[src/rtl/coin_credit_controller.sv]
// Coin/start credit stage: synchronizes raw buttons, accumulates coin credit into
// purchased games, and grants one game per start until the game FSM reports game over.
module coin_credit_controller #(
    parameter int unsigned PRICE     = 4,
    parameter int unsigned MAX_GAMES = 7
) (
    input  logic       clock,
    input  logic       reset,
    input  logic       coinInserted,
    input  logic [1:0] CoinValue,
    input  logic       StartGame,
    input  logic       gameOver,
    output logic [3:0] NumGames,
    output logic [3:0] leftOver,
    output logic       gameGranted,
    output logic       gameActive,
    output logic       coinAccepted,
    output logic       coinRejected
);

    typedef enum logic {
        IDLE    = 1'b0,
        PLAYING = 1'b1
    } state_t;

    localparam logic [4:0] PRICE_W = 5'(PRICE);
    localparam logic [3:0] MAX_W   = 4'(MAX_GAMES);

    state_t     state;
    state_t     state_next;

    logic       coin_s1;
    logic       coin_s2;
    logic       coin_prev;
    logic       start_s1;
    logic       start_s2;
    logic       start_prev;
    logic       coin_evt;
    logic       start_evt;

    logic       saturated;
    logic       coin_ok;
    logic       coin_bad;
    logic       inc;
    logic       grant;
    logic [4:0] sum;
    logic [3:0] left_next;
    logic [3:0] games_next;

    always_ff @(posedge clock or posedge reset) begin
        if (reset) begin
            coin_s1    <= 1'b0;
            coin_s2    <= 1'b0;
            coin_prev  <= 1'b0;
            start_s1   <= 1'b0;
            start_s2   <= 1'b0;
            start_prev <= 1'b0;
        end else begin
            coin_s1    <= coinInserted;
            coin_s2    <= coin_s1;
            coin_prev  <= coin_s2;
            start_s1   <= StartGame;
            start_s2   <= start_s1;
            start_prev <= start_s2;
        end
    end

    assign coin_evt  = coin_s2 & ~coin_prev;
    assign start_evt = start_s2 & ~start_prev;

    // Saturation uses the registered count, so a same-cycle grant cannot reopen room.
    always_comb begin
        saturated = (NumGames == MAX_W);
        coin_ok   = coin_evt && (CoinValue != 2'b00) && !saturated;
        coin_bad  = coin_evt && !coin_ok;
        sum       = {1'b0, leftOver} + {3'b000, CoinValue};
        inc       = coin_ok && (sum >= PRICE_W);
        left_next = leftOver;
        if (coin_ok) begin
            if (inc) begin
                left_next = 4'(sum - PRICE_W);
            end else begin
                left_next = sum[3:0];
            end
        end
    end

    always_ff @(posedge clock or posedge reset) begin
        if (reset) begin
            state <= IDLE;
        end else begin
            state <= state_next;
        end
    end

    always_comb begin
        state_next = state;
        grant      = 1'b0;
        case (state)
            IDLE: begin
                if (start_evt && (NumGames != 4'd0)) begin
                    grant      = 1'b1;
                    state_next = PLAYING;
                end
            end
            PLAYING: begin
                if (gameOver) begin
                    state_next = IDLE;
                end
            end
        endcase
        games_next = NumGames + {3'b000, inc} - {3'b000, grant};
    end

    always_ff @(posedge clock or posedge reset) begin
        if (reset) begin
            NumGames     <= '0;
            leftOver     <= '0;
            gameGranted  <= 1'b0;
            coinAccepted <= 1'b0;
            coinRejected <= 1'b0;
        end else begin
            NumGames     <= games_next;
            leftOver     <= left_next;
            gameGranted  <= grant;
            coinAccepted <= coin_ok;
            coinRejected <= coin_bad;
        end
    end

    assign gameActive = (state == PLAYING);

endmodule

[config.mk]
export PLATFORM = sky130hd
export DESIGN_NAME = coin_credit_controller
export DESIGN_NICKNAME = d
export VERILOG_FILES = /design/src/rtl/coin_credit_controller.sv
export SDC_FILE = /design/constraint.sdc
export NUM_CORES = 1
export LEC_CHECK = 0
export BUFFER_PORTS_ARGS = -buffer_cell sky130_fd_sc_hd__buf_2
export CAP_MARGIN = 10
export CORE_UTILIZATION = 40
export DETAILED_ROUTE_END_ITERATION = 8
export PLACE_DENSITY = 0.59
export SETUP_SLACK_MARGIN = 0.2
export SYNTH_ARGS = -nofsm -noshare
export SYNTH_HDL_FRONTEND = slang
export SYNTH_SLANG_ARGS = --single-unit
[constraint.sdc]
create_clock -name clock -period 5 [get_ports clock]
set_clock_uncertainty 0.2 [all_clocks]
set_input_delay 0.5 -clock clock [delete_from_list [all_inputs] [get_ports clock]]
set_output_delay 0.5 -clock clock [all_outputs]
set_load 0.05 [all_outputs]
==> results of run 1 <==
[registers in the layout (all words and copies together), names as in the netlist]
register / flops
NumGames: 4
coinRejected: 1
gameGranted: 1
coin_s2: 1
start_s2: 1
start_prev: 1
leftOver: 4
coin_prev: 1
coin_s1: 1
coinAccepted: 1
gameActive: 1
start_s1: 1
[cells in the final DEF (no fill, tap or decap)]
| cell | n |
|---|---|
| a21o_1 | 3 |
| a21oi_1 | 2 |
| a221o_1 | 1 |
| a311oi_2 | 1 |
| a31o_2 | 1 |
| and2_1 | 1 |
| buf_2 | 18 |
| clkbuf_4 | 3 |
| clkbuf_8 | 1 |
| dfrtp_1 | 18 |
| fa_1 | 2 |
| ha_1 | 9 |
| inv_1 | 14 |
| nand2_1 | 6 |
| nand2b_4 | 1 |
| nand3_1 | 1 |
| nor2_1 | 4 |
| nor2b_1 | 1 |
| nor4b_1 | 1 |
| o21ai_0 | 2 |
| or3b_1 | 1 |
| xnor2_1 | 2 |
| xor2_1 | 2 |
[area by class of cell]
cell class,instances,area (sq um)
Clock buffer,4,36.3
Fill cell,189,968
Inverter,14,52.6
Multi-Input combinational cell,41,350
Sequential cell,18,450
Tap cell,27,33.8
Timing Repair Buffer,18,90.1
[critical path, cell delays in order (launching register included)]
cell	delay, ns
dfrtp_1	0.37
ha_1	0.16
inv_1	0.06
fa_1	0.41
xnor2_1	0.18
ha_1	0.22
a311oi_2	0.29
nand2_1	0.14
nand2_1	0.10
ha_1	0.20
inv_1	0.06
ha_1	0.26
a21o_1	0.18
a21oi_1	0.18
xor2_1	0.17
[how the worst max path moves through the flow]
stage	slack, ns	to	depth (start not counted)
6_report	1.75	NumGames[3]	14
3_3_place_gp	1.55	NumGames[3]	15
5_1_grt	1.51	NumGames[3]	14
2_1_floorplan	1.56	NumGames[2]	14
4_1_cts	1.72	NumGames[3]	14
3_5_place_dp	1.52	NumGames[2]	15
[kinds of logic after synthesis]
logic type | count (synthesis) | share of synthesized area
AO/OA/AOI/OAI | 10 | 0.0889
XOR/XNOR | 4 | 0.0408
adder cells (fa/ha/maj) | 11 | 0.178
buffers and inverters | 15 | 0.0670
flip-flops | 18 | 0.525
AND/OR/NAND/NOR | 16 | 0.101
[cell usage after synthesis]
master	number	area (sq um)
nand2b_4	1	13.8
and2_1	1	6.26
clkbuf_2	1	5.00
nand2_1	6	22.5
dfrtp_1	18	450
inv_1	14	52.6
a221o_1	1	10.0
o21ai_0	2	10.0
xor2_1	2	17.5
fa_1	2	40.0
a311oi_2	1	15.0
xnor2_1	2	17.5
a21o_1	3	22.5
nor4b_1	1	8.76
ha_1	9	113
nand3_1	1	5.00
nor2b_1	1	6.26
nor2_1	4	15.0
or3b_1	1	8.76
a21oi_1	2	10.0
a31o_2	1	8.76
[metrics by stage]
step           cells   util  hold slack (ns)  area [sq um]  power, mW
2_1_floorplan     74      -            0.131           858      0.524
3_3_place_gp     118  0.493            0.133           977      0.597
3_5_place_dp     118  0.493            0.142           977      0.607
4_1_cts          122  0.511           0.0985          1010      0.698
5_1_grt          122  0.511           0.0767          1010      0.750
6_report         122  0.511           0.0888          1010      0.687
[power by group]
part	switching (mW)	internal, mW
Sequential	0.0375	0.187
Combinational	0.248	0.126
Clock	0.0447	0.0443
[routing by layer]
layer | track usage | routed length [um]
met4 | 0.0588 | 0
met2 | 0.228 | 612
met1 | 0.187 | 699
met3 | 0.0503 | 66
met5 | 0 | 0
==> impl_metrics.ini, run 1 <==
[finish]
layout-drive-gt1-share = 0.263
areaGrowthSynthToFinish_pct = 18.1
antenna_cells = 0
fin_nets = 114

[worst_setup_path]
crit_start = leftOver[0]
rr_startpoint = leftOver[0]
timing_worst_setup_path_type = reg -> reg
critPathMaxFanout = 3
reg2reg_depth = 14
reg2reg_to = NumGames[3]
critPathLaunchType = flip-flop
cp.arrival_ns = 3.26
cp-end-kind = flip-flop
r2r_slack_ns = 1.75
cp.required_ns = 5.02

[placed_design]
pre_cts_slack_ns = 1.52
hpwl_mm = 1.05
gp_congestion = 0.683
io_buffers = 18

[die]
start_util = 0.433
die_x_um = 48.3
core_area_sq_um = 1980
die-area_sq_um = 2330
boundaryPins = 19
die_y_um = 48.3
rows = 16

[clock_network]
path_clk_slew_ns = 0.10
clockBufferDepth = 2
cts_setup_buffers = 0
cts_root_buffer = clkbuf_4
insertion_delay_ns = 0.29
cts_max_level = 1
cts_hold_buf = 0
numCtsBuffers = 3
clock_sinks = 18
cts_tree = built
cts_resized = 0

[global_routing]
grt_pass1_wl_mm = 2.57
antenna_found_initial = 0
grt_max_degree = 19
globalRouteOverflowTotal = 0
grt_pass1_vias = 583
groute.usage.overall = 0.146

[min_path]
hp-class = in -> async

[timing]
finalWorstSetupSlack_ns = 1.75
slew_violations = 0
max_slew_margin = 0.551
rsz0062_at_grt = false
fin_crit_ns = 3.25
setup_viol = 0
fin_crit_sh = 0.649
worst_slew_pin_slew_ns = 0.673
max_freq_mhz = 308
setup_tns_ns = 0
finalHoldViolations = 0

[synthesis]
synthCells = 74
ys_ff_latch = 18
ys_seq_area_frac = 0.525
yosysWarningCount = 0
syn-num-nets = 92
yosysUniqueCellTypes = 21
synth_area_per_cell_sq_um = 11.6
syn_area_sq_um = 858

[drt]
first_pass_iters = 2
wire_per_inst_um = 11.3
vias_per_cell = 4.54
vias = 554
drt-initial-drc-count = 4
ant_nets = 0
totalWireLength_mm = 1.38
drc = 0

[run_status]
run_status = completed

[run]
cap_violations = 0

[power]
vdd_drop_max_uv = 341
p_leak_nw = 0.558
cellPowerDensity_nw_per_um2 = 678
(Power assumes the default switching activity.)
==> run 2, diff against run 1 <==
--- a/config.mk
+++ b/config.mk
@@ -5,11 +5,12 @@
 export SDC_FILE = /design/constraint.sdc
 export NUM_CORES = 1
 export LEC_CHECK = 0
+export ABC_AREA = 1
 export BUFFER_PORTS_ARGS = -buffer_cell sky130_fd_sc_hd__buf_2
 export CAP_MARGIN = 10
 export CORE_UTILIZATION = 40
 export DETAILED_ROUTE_END_ITERATION = 8
-export PLACE_DENSITY = 0.59
+export PLACE_DENSITY = 0.61
 export SETUP_SLACK_MARGIN = 0.2
 export SYNTH_ARGS = -nofsm -noshare
 export SYNTH_HDL_FRONTEND = slang
==> constraint.sdc (replaced) <==
create_clock -name clock -period 2.75 [get_ports clock]
set_clock_uncertainty 0.2 [all_clocks]
set_input_delay 0.275 -clock clock [delete_from_list [all_inputs] [get_ports clock]]
set_output_delay 0.275 -clock clock [all_outputs]
set_load 0.05 [all_outputs]
==> run 2 against run 1 <==
Effect of this change:
- synthesized cell count up 15%
- largest power group unchanged
- critical endpoint is now NumGames[1]
- worst hold slack improved by 0.070 ns
- setup slack worse by 1.7 ns
- first-iteration DRC count decreased by 75%
- synthesized area up 6.9%
- cell area rose by 25%
- die area rose by 6.6%
- global-route usage grew 1.1 points
- non-clock buffer count grew 12
- via count rose by 16%
==> impl_metrics.ini, run 2 <==
[run_status]
run_status = completed

[min_path]
min_to = start_s2
hold_start = start_s1
whs_path_depth = 0
hp-class = reg -> reg

[finish]
fin_cells = 146
antenna_cells = 0
fin_nets = 138
seq_area_sq_um = 453
multi_input_area_sq_um = 470
layout-drive-gt1-share = 0.521
fin_area_sq_um = 1270
most-common-layout-cells = 18 x buf_2, 16 x dfrtp_1, 13 x inv_1
nFillCells = 180
areaGrowthSynthToFinish_pct = 38.6
top_regs = NumGames: 4 flops, leftOver: 4 flops
mostFrequentLayoutCell = buf_2

[timing]
rsz0062_at_grt = true
setup_viol = 0
finalHoldViolations = 0
hold_ws_ns = 0.159
fin_crit_sh = 0.993
max_slew_margin = 0.545
slew_violations = 0
fin_crit_ns = 2.73
worst_slew_pin_slew_ns = 0.682
max_freq_mhz = 366

[synthesis]
ys_ff_latch = 18
synth-edff-count = 0
syn-num-nets = 103
synthFlopType = dfrtp_1
syn_area_sq_um = 917
yosysWarningCount = 0
ys_seq_area_frac = 0.491
synth_area_leaders = dfrtp_1 49%, ha_1 12%, inv_1 7.8%
async_flop_share = 1.00
synth_area_per_cell_sq_um = 10.8
synth_common_cells = 19 x inv_1, 18 x dfrtp_1, 13 x nand2_1
synth_top_area_cell = dfrtp_1
synth.top_cell.area_share = 0.491
synth_most_common_cell = inv_1
synthCells = 85
yosysUniqueCellTypes = 22

[worst_setup_path]
cpMostUsedCell = inv_2
crit_slowest_cell = fa_2
critPathMaxFanout = 2
r2r_slack_ns = 0.02
cp_slowest_stage_delay_ns = 0.50
crit_chain = ha_4 -> inv_2 -> fa_2 -> inv_2 -> nand2_2 -> nand2_4 -> inv_2 -> ha_4 -> nand3_2 -> nand4_4 -> nand2_2 -> ha_4 -> inv_2 -> ha_4 -> inv_2 -> fa_2 -> inv_1
crit_buf_inv = 6
cp.required_ns = 2.76
cp.arrival_ns = 2.74
reg2reg_to = NumGames[1]
reg2reg_depth = 17
crit_family = adder cells
timing_worst_setup_path_type = reg -> reg
rr_startpoint = leftOver[0]
critPathLaunchType = flip-flop
cp-end-kind = flip-flop

[die]
rows = 16
die_x_um = 49.9
start_util = 0.445
die_y_um = 49.9
core_area_sq_um = 2060
boundaryPins = 19
die-area_sq_um = 2490

[clock_network]
insertion_delay_ns = 0.30
path_clk_slew_ns = 0.11
clock_sinks = 18
cts_root_buffer = clkbuf_4
cts_tree = built
cts_max_level = 1
clockBufferDepth = 2
numCtsBuffers = 3

[run]
cap_violations = 0

[global_routing]
globalRouteOverflowTotal = 0
grt_pass1_wl_mm = 2.84
grt_pass1_vias = 638
groute.usage.overall = 0.158
antenna_found_initial = 0
grt_max_degree = 19

[drt]
vias = 644
first_pass_iters = 4
ant_nets = 0
vias_per_cell = 4.41
totalWireLength_mm = 1.59
drt-initial-drc-count = 1
wire_per_inst_um = 10.9
drc = 0

[power]
cellPowerDensity_nw_per_um2 = 1180
p_leak_nw = 0.636
power_mw = 1.50
vdd_drop_max_uv = 784

[placed_design]
placed_area_sq_um = 1130
dp.cells = 135
hpwl_mm = 1.17
gp_congestion = 0.714
io_buffers = 18
==> run 2: cells by family after synthesis <==
family | Yosys count | share of synthesized area
DFF | 18 | 0.491
xor gates and xnor gates | 3 | 0.0287
buffers and inverters | 21 | 0.0914
adders and majority gates | 11 | 0.166
AOI/OAI and AO/OA | 4 | 0.0232
and+or+nand+nor | 28 | 0.199
==> run 2: cell type report <==
cell class | instances | share of cell area
clock buffer | 4 | 0.0285
inverter | 21 | 0.0659
multi-input combinational | 46 | 0.370
sequential | 18 | 0.356
tap | 27 | 0.0266
timing repair buffer | 30 | 0.153
==> run 2: stage by stage <==
stage | setup slack, ns | TNS, ns | utilization
final | 0.0182 | 0 | 0.617
after detailed placement | -0.103 | -0.138 | 0.549
after floorplan | -0.290 | -0.563 | -
after global placement | -0.0715 | -0.0780 | 0.549
after global routing | -0.0628 | -0.0717 | 0.617
after CTS | 0.00106 | 0 | 0.604
==> run 2: worst max path at each step <==
stage                 startpoint           to  slack [ns]  cells past startpoint
finish               leftOver[0]  NumGames[1]        0.02                     17
global route         leftOver[0]  NumGames[1]       -0.06                     17
CTS                  leftOver[0]  NumGames[1]       0.001                     17
detailed placement  CoinValue[0]  NumGames[1]       -0.10                     17
global placement    CoinValue[0]  NumGames[1]       -0.07                     17
floorplan            leftOver[0]  NumGames[1]       -0.29                     17
==> run 2: where the power goes <==
group	switching, mW	internal [mW]
Sequential	0.0759	0.341
Clock	0.0846	0.0807
Combinational	0.548	0.375
==> run 2: what timing repair did <==
| action | in CTS | in global routing |
|---|---|---|
| endpoints found under the setup margin | 3 | 3 |
| resized for setup | 5 | 3 |
| buffers inserted | 1 | 2 |
| gates cloned | 0 | 0 |
| pin swaps | 8 | 1 |
| hold endpoints to repair | 21 | 0 |
| hold buffers | 4 | 0 |
==> run 2: metal layers <==
metal,track usage,up-vias,part of all wire
met5,0,-,0
met1,0.196,297,0.45
met4,0.0857,0,0.026
met2,0.257,15,0.49
li1,-,328,-
met3,0.0278,4,0.035
==> run 3, diff against run 2 <==
--- a/config.mk
+++ b/config.mk
@@ -8,9 +8,11 @@
 export ABC_AREA = 1
 export BUFFER_PORTS_ARGS = -buffer_cell sky130_fd_sc_hd__buf_2
 export CAP_MARGIN = 10
-export CORE_UTILIZATION = 40
+export CELL_PAD_IN_SITES_DETAIL_PLACEMENT = 0
+export CELL_PAD_IN_SITES_GLOBAL_PLACEMENT = 1
+export CORE_UTILIZATION = 36
 export DETAILED_ROUTE_END_ITERATION = 8
-export PLACE_DENSITY = 0.61
+export PLACE_DENSITY = 0.69
 export SETUP_SLACK_MARGIN = 0.2
 export SYNTH_ARGS = -nofsm -noshare
 export SYNTH_HDL_FRONTEND = slang
==> run 3 against run 2 <==
Effect of this change:
- critical path depth did not move
- flip-flop and latch count unchanged
- wire length down 5.3%
- register-to-register slack worse by 0.02 ns
==> impl_metrics.ini, run 3 (same netlist as run 2, synthesis figures left out) <==
[timing]
max_slew_margin = 0.542
worst_slew_pin_slew_ns = 0.686
fin_crit_sh = 0.999
finalWorstSetupSlack_ns = 0.00249
fin_crit_ns = 2.75
slew_violations = 0
setup_viol = 0
hold_ws_ns = 0.156
max_freq_mhz = 364
rsz0062_at_grt = true
setup_tns_ns = 0
finalHoldViolations = 0

[clock_network]
insertion_delay_ns = 0.30
path_clk_slew_ns = 0.10
cts_root_buffer = clkbuf_4
clockBufferDepth = 2
cts_tree = built
numCtsBuffers = 3
clock_sinks = 18
cts_max_level = 1

[drt]
drt-initial-drc-count = 0
met2_length_um = 743
ant_nets = 0
wire_per_inst_um = 10.0
met3_length_um = 48
drc = 0
met1_length_um = 662
vias = 642
vias_per_cell = 4.28
top_layer = met4
totalWireLength_mm = 1.50
first_pass_iters = 1

[finish]
top_regs = NumGames: 4 flops, leftOver: 4 flops
fin_nets = 141
antenna_cells = 0
layout-drive-gt1-share = 0.508
areaGrowthSynthToFinish_pct = 41.1
most-common-layout-cells = 18 x buf_2, 16 x dfrtp_1, 14 x inv_1
mostFrequentLayoutCell = buf_2

[global_routing]
grt_max_degree = 19
globalRouteOverflowTotal = 0
groute.usage.overall = 0.139
antenna_found_initial = 0
grt_pass1_vias = 597
grt_pass1_wl_mm = 2.62

[worst_setup_path]
r2r_slack_ns = 0.002
cpMostUsedCell = inv_2
reg2reg_depth = 17
reg2reg_to = NumGames[1]
crit_chain = ha_4 -> inv_2 -> fa_2 -> inv_2 -> nand2_2 -> nand2_4 -> inv_2 -> ha_4 -> nand3_4 -> nand4_4 -> nand2_2 -> ha_4 -> inv_2 -> ha_4 -> inv_2 -> fa_2 -> inv_1
cp-end-kind = flip-flop
crit_slowest_cell = fa_2
crit_family = adder cells
crit_buf_inv = 6
critPathLaunchType = flip-flop
cp.required_ns = 2.74
cp_slowest_stage_delay_ns = 0.50
rr_startpoint = leftOver[0]
critPathMaxFanout = 2
cp.arrival_ns = 2.74
timing_worst_setup_path_type = reg -> reg

[die]
start_util = 0.399
rows = 17
die_x_um = 52.5
boundaryPins = 19
die-area_sq_um = 2750
core_area_sq_um = 2300
die_y_um = 52.5

[min_path]
hold_start = start_s1
hp-class = reg -> reg
whs_path_depth = 0
min_to = start_s2

[placed_design]
pre_cts_slack_ns = -0.0898
gp_congestion = 0.739
io_buffers = 18
hpwl_mm = 1.14

[power]
p_leak_nw = 0.646
vdd_drop_max_uv = 712
cellPowerDensity_nw_per_um2 = 1160

[run]
cap_violations = 0

[run_status]
run_status = completed
[run 3: worst max-delay path by stage]
stage                             from           to  cells past startpoint
after floorplan            leftOver[0]  NumGames[1]                     17
after global placement    CoinValue[0]  NumGames[1]                     17
after detailed placement  CoinValue[1]  NumGames[1]                     16
after CTS                  leftOver[0]  NumGames[1]                     17
after global routing       leftOver[1]  NumGames[1]                     17
final                      leftOver[0]  NumGames[1]                     17
[run 3: area by class of cell]
cell class                 instances  area (sq um)
fill                             202          1000
tap                               28          35.0
timing repair buffer              33           220
inverter                          21          83.8
sequential                        18           453
multi-input combinational         46           475
clock buffer                       4          26.3
[run 3: metal layers]
metal / track usage / vias up
li1: - / 329
met1: 0.177 / 297
met2: 0.211 / 11
met3: 0.0174 / 5
met4: 0.105 / 0
met5: 0 / -
[run 3: power by group]
group	switching, mW	internal, mW	leakage [nW]
logic	0.553	0.398	0.414
clock network	0.0783	0.0565	0.0150
registers	0.0733	0.341	0.217
[run 3: per-stage QoR]
step                power [mW]  area, sq um  utilization  cells
global route              1.64         1290        0.563    150
detailed placement        1.25         1140        0.496    137
CTS                       1.43         1240        0.542    146
finish                    1.50         1290        0.563    150
floorplan                 1.04          970            -     85
global placement          1.24         1140        0.496    137
[run 3: timing repair]
item / in CTS / in global routing
endpoints found under the hold margin: 21 / 0
setup endpoints to repair: 3 / 3
hold buffers: 4 / 0
pin swaps: 8 / 2
resized for setup: 6 / 3
buffers inserted: 1 / 4
